===== src/rtl/multiword_addsub_sequencer_pkg.sv =====
// Shared types for the multi-word add/subtract sequencer: FSM state encoding,
// default geometry and the slice-index width helper.
package multiword_addsub_sequencer_pkg;

    typedef enum logic [1:0] {
        ST_IDLE = 2'd0,
        ST_RUN  = 2'd1,
        ST_DONE = 2'd2
    } state_e;

    localparam int DATA_WIDTH_DEF = 8;
    localparam int WORDS_DEF      = 4;

    function automatic int idx_width(input int words);
        return (words > 1) ? $clog2(words) : 1;
    endfunction

endpackage


===== src/rtl/multiword_addsub_sequencer_if.sv =====
// Request/result bundle of the sequencer; master issues operands and START,
// slave returns BUSY/DONE and the registered result.
interface multiword_addsub_sequencer_if
    import multiword_addsub_sequencer_pkg::*;
#(
    parameter int DATA_WIDTH = DATA_WIDTH_DEF,
    parameter int WORDS      = WORDS_DEF
);
    logic                          start;
    logic                          sub;
    logic                          ci;
    logic [DATA_WIDTH*WORDS-1:0]   a;
    logic [DATA_WIDTH*WORDS-1:0]   b;
    logic                          busy;
    logic                          done;
    logic [DATA_WIDTH*WORDS-1:0]   s;
    logic                          co;
    logic                          ovf;

    modport master (output start, sub, ci, a, b,
                    input  busy, done, s, co, ovf);
    modport slave  (input  start, sub, ci, a, b,
                    output busy, done, s, co, ovf);
endinterface


===== src/rtl/adder_and_subtractor.sv =====
// One DATA_WIDTH slice, purely combinational; in subtract mode ci_i is a
// borrow-in and co_o a borrow-out, so slices chain CO->CI in either mode.
module adder_and_subtractor
    import multiword_addsub_sequencer_pkg::*;
#(
    parameter int DATA_WIDTH = DATA_WIDTH_DEF
) (
    input  logic [DATA_WIDTH-1:0] a_i,
    input  logic [DATA_WIDTH-1:0] b_i,
    input  logic                  sub_i,
    input  logic                  ci_i,
    output logic [DATA_WIDTH-1:0] s_o,
    output logic                  co_o
);
    logic [DATA_WIDTH:0] sum_ext;
    logic [DATA_WIDTH:0] dif_ext;
    logic [DATA_WIDTH:0] ci_ext;

    assign ci_ext  = {{DATA_WIDTH{1'b0}}, ci_i};
    assign sum_ext = {1'b0, a_i} + {1'b0, b_i} + ci_ext;
    // b_i + ci_i never exceeds 2^DATA_WIDTH, so the wrapped top bit is exactly the borrow
    assign dif_ext = {1'b0, a_i} - {1'b0, b_i} - ci_ext;

    assign {co_o, s_o} = sub_i ? dif_ext : sum_ext;
endmodule


===== src/rtl/multiword_addsub_sequencer.sv =====
// Multi-precision add/sub over WORDS slices, LSB first; DONE WORDS+1 cycles after
// START, START ignored while BUSY (no queueing), back-to-back accepted in DONE.
module multiword_addsub_sequencer
    import multiword_addsub_sequencer_pkg::*;
#(
    parameter int DATA_WIDTH = DATA_WIDTH_DEF,
    parameter int WORDS      = WORDS_DEF
) (
    input  logic                    clk_i,
    input  logic                    rst_ni,
    multiword_addsub_sequencer_if.slave bus
);
    localparam int                N     = DATA_WIDTH * WORDS;
    localparam int                IDX_W = idx_width(WORDS);
    localparam logic [IDX_W-1:0]  LAST  = IDX_W'(WORDS - 1);

    state_e            state_q, state_d;
    logic [IDX_W-1:0]  idx_q, idx_d;
    logic [N-1:0]      a_q, a_d, b_q, b_d, s_q, s_d;
    logic              sub_q, sub_d, ci_q, ci_d, carry_q, carry_d;
    logic              co_q, co_d, ovf_q, ovf_d;

    logic [DATA_WIDTH-1:0] slice_a, slice_b, slice_s;
    logic                  slice_ci, slice_co, accept;
    int                    base;

    always_comb base = int'(idx_q) * DATA_WIDTH;

    assign slice_a  = a_q[base +: DATA_WIDTH];
    assign slice_b  = b_q[base +: DATA_WIDTH];
    assign slice_ci = (idx_q == '0) ? ci_q : carry_q;
    assign accept   = bus.start && (state_q == ST_IDLE || state_q == ST_DONE);

    adder_and_subtractor #(.DATA_WIDTH(DATA_WIDTH)) u_slice (
        .a_i   (slice_a),
        .b_i   (slice_b),
        .sub_i (sub_q),
        .ci_i  (slice_ci),
        .s_o   (slice_s),
        .co_o  (slice_co)
    );

    always_comb begin
        state_d = state_q;
        idx_d   = idx_q;
        a_d     = a_q;
        b_d     = b_q;
        sub_d   = sub_q;
        ci_d    = ci_q;
        carry_d = carry_q;
        s_d     = s_q;
        co_d    = co_q;
        ovf_d   = ovf_q;
        if (accept) begin
            a_d     = bus.a;
            b_d     = bus.b;
            sub_d   = bus.sub;
            ci_d    = bus.ci;
            idx_d   = '0;
            state_d = ST_RUN;
        end else begin
            case (state_q)
                ST_RUN: begin
                    s_d[base +: DATA_WIDTH] = slice_s;
                    carry_d = slice_co;
                    if (idx_q == LAST) begin
                        co_d    = slice_co;
                        // Signed overflow: operands agree in sign (add) or differ (sub) and result sign flips
                        ovf_d   = ((a_q[N-1] ^ b_q[N-1]) == sub_q) &&
                                  (slice_s[DATA_WIDTH-1] != a_q[N-1]);
                        state_d = ST_DONE;
                    end else begin
                        idx_d = idx_q + 1'b1;
                    end
                end
                ST_DONE: state_d = ST_IDLE;
                default: state_d = ST_IDLE;
            endcase
        end
    end

    always_ff @(posedge clk_i) begin
        if (!rst_ni) begin
            state_q <= ST_IDLE;
            idx_q   <= '0;
            a_q     <= '0;
            b_q     <= '0;
            sub_q   <= 1'b0;
            ci_q    <= 1'b0;
            carry_q <= 1'b0;
            s_q     <= '0;
            co_q    <= 1'b0;
            ovf_q   <= 1'b0;
        end else begin
            state_q <= state_d;
            idx_q   <= idx_d;
            a_q     <= a_d;
            b_q     <= b_d;
            sub_q   <= sub_d;
            ci_q    <= ci_d;
            carry_q <= carry_d;
            s_q     <= s_d;
            co_q    <= co_d;
            ovf_q   <= ovf_d;
        end
    end

    assign bus.busy = (state_q == ST_RUN);
    assign bus.done = (state_q == ST_DONE);
    assign bus.s    = s_q;
    assign bus.co   = co_q;
    assign bus.ovf  = ovf_q;
endmodule


===== src/flat_wrapper.sv =====
// flat-port wrapper written by rule: the top's interface ports become plain ports
module multiword_addsub_sequencer_flat import multiword_addsub_sequencer_pkg::*;
#(
    parameter int DATA_WIDTH = DATA_WIDTH_DEF,
    parameter int WORDS      = WORDS_DEF
)
  (clk_i, rst_ni, bus_start, bus_sub, bus_ci, bus_a, bus_b, bus_busy, bus_done, bus_s, bus_co, bus_ovf);
  multiword_addsub_sequencer_if #(.DATA_WIDTH(DATA_WIDTH), .WORDS(WORDS)) bus_i ();
  input  logic clk_i;
  input  logic rst_ni;
  input wire logic [$bits(bus_i.start)-1:0] bus_start;
  input wire logic [$bits(bus_i.sub)-1:0] bus_sub;
  input wire logic [$bits(bus_i.ci)-1:0] bus_ci;
  input wire logic [$bits(bus_i.a)-1:0] bus_a;
  input wire logic [$bits(bus_i.b)-1:0] bus_b;
  output wire logic [$bits(bus_i.busy)-1:0] bus_busy;
  output wire logic [$bits(bus_i.done)-1:0] bus_done;
  output wire logic [$bits(bus_i.s)-1:0] bus_s;
  output wire logic [$bits(bus_i.co)-1:0] bus_co;
  output wire logic [$bits(bus_i.ovf)-1:0] bus_ovf;
  assign bus_i.start = bus_start;
  assign bus_i.sub = bus_sub;
  assign bus_i.ci = bus_ci;
  assign bus_i.a = bus_a;
  assign bus_i.b = bus_b;
  assign bus_busy = bus_i.busy;
  assign bus_done = bus_i.done;
  assign bus_s = bus_i.s;
  assign bus_co = bus_i.co;
  assign bus_ovf = bus_i.ovf;
  multiword_addsub_sequencer #(.DATA_WIDTH(DATA_WIDTH), .WORDS(WORDS)) u_core (.clk_i(clk_i), .rst_ni(rst_ni), .bus(bus_i));
endmodule

===== config.mk =====
export PLATFORM = sky130hd
export DESIGN_NAME = multiword_addsub_sequencer_flat
export DESIGN_NICKNAME = d
export VERILOG_FILES = /design/src/rtl/multiword_addsub_sequencer_pkg.sv /design/src/rtl/multiword_addsub_sequencer_if.sv /design/src/rtl/adder_and_subtractor.sv /design/src/rtl/multiword_addsub_sequencer.sv /design/src/flat_wrapper.sv
export SDC_FILE = /design/constraint.sdc
export NUM_CORES = 1
export LEC_CHECK = 0
export BUFFER_PORTS_ARGS = -buffer_cell sky130_fd_sc_hd__buf_2
export CORE_ASPECT_RATIO = 1.75
export CORE_MARGIN = 2
export CORE_UTILIZATION = 30
export DETAILED_ROUTE_END_ITERATION = 10
export PLACE_DENSITY = 0.58
export SLEW_MARGIN = 30
export SYNTH_ARGS = -nofsm -noshare
export SYNTH_HDL_FRONTEND = slang
export SYNTH_SLANG_ARGS = --single-unit

===== constraint.sdc =====
create_clock -name clk_i -period 5.7 [get_ports clk_i]
set_input_delay 0.57 -clock clk_i [delete_from_list [all_inputs] [get_ports clk_i]]
set_output_delay 0.57 -clock clk_i [all_outputs]
set_load 0.01 [all_outputs]

==> impl_results.md <==
* Fraction of synthesized cell area taken by the top area cell type at 0.3992
* Chip width at 104.1 um
* Most repeated cell in the gate-level netlist after synthesis: sky130_fd_sc_hd__nand2_1
* Global-route wire length before repair at 21890 um
* Number of routed nets with antenna violations at 0
* Post-synthesis share of cell area spent on full adders, half adders and majority gates at 0.07462
* XOR/XNOR Fraction of Synth Area at 0.01497
* Fraction of final layout cells with drive strength greater than 1 at 0.2083
* Post-synthesis mux area share at 0.07795
* Startpoint of the worst setup timing path: u_core.idx_q[0]$_SDFFE_PP0P_
* Final WL at 13810 um
* Leakage power of the design at 2.635 nW
* Cell Rows at 64
* Number of buffers inserted during clock tree synthesis at 9
* Number of H-tree levels at 3
* Synth unique cells at 45
* Run status: finished clean
* Synth Warn # at 0
* Startpoint kind of the worst setup timing path: flop
* Die ar. at 18670 um2
* Setup repair after global routing missed its margin: false
* Pins Over Slew Limit at 0
* Total Nets Final at 796
* Largest family of logic cells by synthesized area: simple AND/OR/NAND/NOR gates
* Mapped Cells at 609
* Buffers inserted during post-CTS setup optimization at 0
* Hold Crit Start: u_core.a_q[2]$_SDFFE_PN0P_
* Number of synthesized flops with an enable pin at 0
* Length of the first detailed-routing pass in iterations at 4
* Fraction of the mapped netlist area in compound gates at 0.1835
* Placer congestion estimate at 0.8673
* CTS Hold Bufs at 0
* Setup skew after layout at 7.731 ps
* Class of the tightest hold or removal check: reg -> reg
* Worst Path Max Fanout at 16
* Antenna cells at 0
* MaxCap Viol Count at 0
* Per-instance average area after synthesis at 8.645 um2
* Mean number of vias per cell at 4.649
* Flip-flop and latch count after synthesis at 105
* Placed cell count at 917
* Synth area leader: sky130_fd_sc_hd__dfxtp_1
* Clock net sink count at 105
* Ports at 105
* Setup TNS at 0 ps
* Vert. Die Dim at 179.3 um
* Cell area after synthesis at 5265 um2
* Final critical-path share of the clock period at 0.7035
* Primary FF master, synth: sky130_fd_sc_hd__dfxtp_1
* Minimum clock period at 4010 ps
* Area of the core region at 17380 um2
* Filler cell count at 1861
* Final setup violation count at 0
* Synth async-reset ratio at 0
* Tot GR Track Use at 0.1495
* Initial antenna violation count at 0
* Endpoint class of the critical path: flop
* Detailed Place HPWL at 10540 um
* Via count of the first global-routing pass at 4270
* Number of remaining DRC errors at 0
* Worst flop-to-flop path startpoint: u_core.idx_q[0]$_SDFFE_PP0P_
* Total count of hold-check failures in the final report at 0
* Non-filler cells in the finished layout at 932
* Area growth, synth to finish at 20.46%
* Master cell of the clock root buffer: sky130_fd_sc_hd__clkbuf_16
* Data required time of the worst path at 5970 ps
* Maximum number of pins on one net before global-route repair at 110
* Max Root-Sink Buffers at 2
* Mean routed wirelength per cell at 14.81 um
* Top achievable clock speed at 249.4 MHz
* Resize count post-CTS at 0
* GRT overflow at 0
* Vias after detailed routing at 4333
* Leading post-synthesis cells by cell area: sky130_fd_sc_hd__dfxtp_1 40%, sky130_fd_sc_hd__nand2_1 12%, sky130_fd_sc_hd__a21boi_0 9.6%
* TritonCTS clock tree: yes
* Slew of the pin with the lowest slew margin at 810.6 ps
* Clock slew seen by the registers of the worst setup and hold paths at 70 ps
* Startpoint-to-endpoint class of the critical path: reg -> reg
* Clock latency on the worst-skew pair at 340 ps
* Slew HR at 0.4589
* Max VDD drop at 154.5 uV
* Synth Net Count at 707
* Simple-gate share of the synthesized area at 0.2034
* Number of buffer cells added on primary ports at 104
* Initial cell density of the core at 0.3030
* Proportion of synthesized chip area in sequential cells at 0.3992
* Count of routing violations after the opening detailed-route iteration at 180
* Power per cell area at 285.9 nW/um2
* Most frequent cells after synthesis: 162 x sky130_fd_sc_hd__nand2_1, 105 x sky130_fd_sc_hd__dfxtp_1, 67 x sky130_fd_sc_hd__a21boi_0, 29 x sky130_fd_sc_hd__inv_1, 25 x sky130_fd_sc_hd__ha_1
* Arrival time of data at the critical path endpoint at 4280 ps
[through the flow]
stage | setup WS, ps | instance area [um2] | hold slack (ps) | utilization | total power, mW
global placement | 1767 | 5991 | 451.9 | 0.3448 | 1.131
CTS | 1651 | 6322 | 466.5 | 0.3638 | 1.833
finish | 1690 | 6342 | 462.5 | 0.3650 | 1.813
detailed placement | 1714 | 5991 | 460.2 | 0.3448 | 1.136
global route | 1402 | 6342 | 465.9 | 0.3650 | 1.904
floorplan | 2019 | 5265 | 440.0 | - | 1.033
[worst paths after layout]
path | endpoint | slack, ps | depth (start not counted)
max | u_core.bus.ovf$_SDFFE_PN0P_ | 1690 | 11
min reg2reg | u_core.a_q[2]$_SDFFE_PN0P_ | 460 | 2
min | u_core.a_q[2]$_SDFFE_PN0P_ | 460 | 2
max reg2reg | u_core.bus.ovf$_SDFFE_PN0P_ | 1690 | 11
[placed cells by master, fill, tap and decap left out, types with 5 or more instances in the layout]
cell / synthesis / routed
sky130_fd_sc_hd__nand3_1: 16 / 16
sky130_fd_sc_hd__o21a_1: 6 / 6
sky130_fd_sc_hd__buf_4: 2 / 5
sky130_fd_sc_hd__ha_1: 25 / 25
sky130_fd_sc_hd__nor2b_1: 9 / 8
sky130_fd_sc_hd__nor2_1: 19 / 19
sky130_fd_sc_hd__nor3_1: 10 / 10
sky130_fd_sc_hd__mux2i_1: 5 / 5
sky130_fd_sc_hd__buf_2: 3 / 104
sky130_fd_sc_hd__o31ai_1: 15 / 15
sky130_fd_sc_hd__mux4_2: 15 / 15
sky130_fd_sc_hd__inv_1: 29 / 29
sky130_fd_sc_hd__dfxtp_1: 105 / 105
sky130_fd_sc_hd__nand2_1: 162 / 162
sky130_fd_sc_hd__a21oi_1: 7 / 7
sky130_fd_sc_hd__and2_1: 13 / 13
sky130_fd_sc_hd__clkbuf_16: 0 / 9
sky130_fd_sc_hd__o21ai_0: 22 / 22
sky130_fd_sc_hd__xnor2_1: 6 / 6
sky130_fd_sc_hd__a21boi_0: 67 / 67
[report_power, final]
group          internal, mW  leakage [nW]  switching (mW)
Combinational         0.136          1.62           0.190
Sequential            0.767         0.857          0.0244
Clock                 0.425         0.158           0.271
[final cells by class]
class                           count  area (um2)  share of cell area
Clock inverter                      5       106.4             0.01677
Timing Repair Buffer              110       578.1             0.09114
Multi-Input combinational cell    442        2929              0.4618
Clock buffer                        9       225.2             0.03551
Inverter                           30       112.6             0.01775
Sequential cell                   105        2102              0.3314
Tap cell                          231       289.0             0.04557
[critical path, stage by stage, from the launching register on]
cell and delay [ps]:
sky130_fd_sc_hd__dfxtp_1 850, sky130_fd_sc_hd__buf_4 370, sky130_fd_sc_hd__mux4_2 550, sky130_fd_sc_hd__ha_1 380, sky130_fd_sc_hd__inv_1 90, sky130_fd_sc_hd__ha_1 370
sky130_fd_sc_hd__a21o_1 200, sky130_fd_sc_hd__a211o_1 300, sky130_fd_sc_hd__o22ai_2 120, sky130_fd_sc_hd__xnor2_1 190, sky130_fd_sc_hd__mux2_1 370, sky130_fd_sc_hd__a31oi_1 150
[registers in the layout, summed over array words and instances, names as in the netlist]
signal	flops
u_core.a_q	32
u_core.b_q	32
u_core.bus.s	32
u_core.idx_q	2
u_core.state_q	2
u_core.bus.co	1
u_core.bus.ovf	1
u_core.carry_q	1
u_core.ci_q	1
u_core.sub_q	1
[routing by layer]
layer / global-route usage / part of all wire
met3: 0.02581 / 0.029
met5: 0 / 0
met1: 0.1689 / 0.42
met4: 0.06194 / 0.028
met2: 0.2766 / 0.52
[kinds of logic (layout without fill, tap and decap cells)]
kind of cell | count (synthesis) | in the layout
buf+inv | 62 | 154
compound gates | 134 | 134
simple gates | 248 | 248
flops | 105 | 105
fa+ha+maj | 29 | 29
xor+xnor | 9 | 9
mux | 22 | 22
Note: power is estimated with default switching activity, not from simulation.
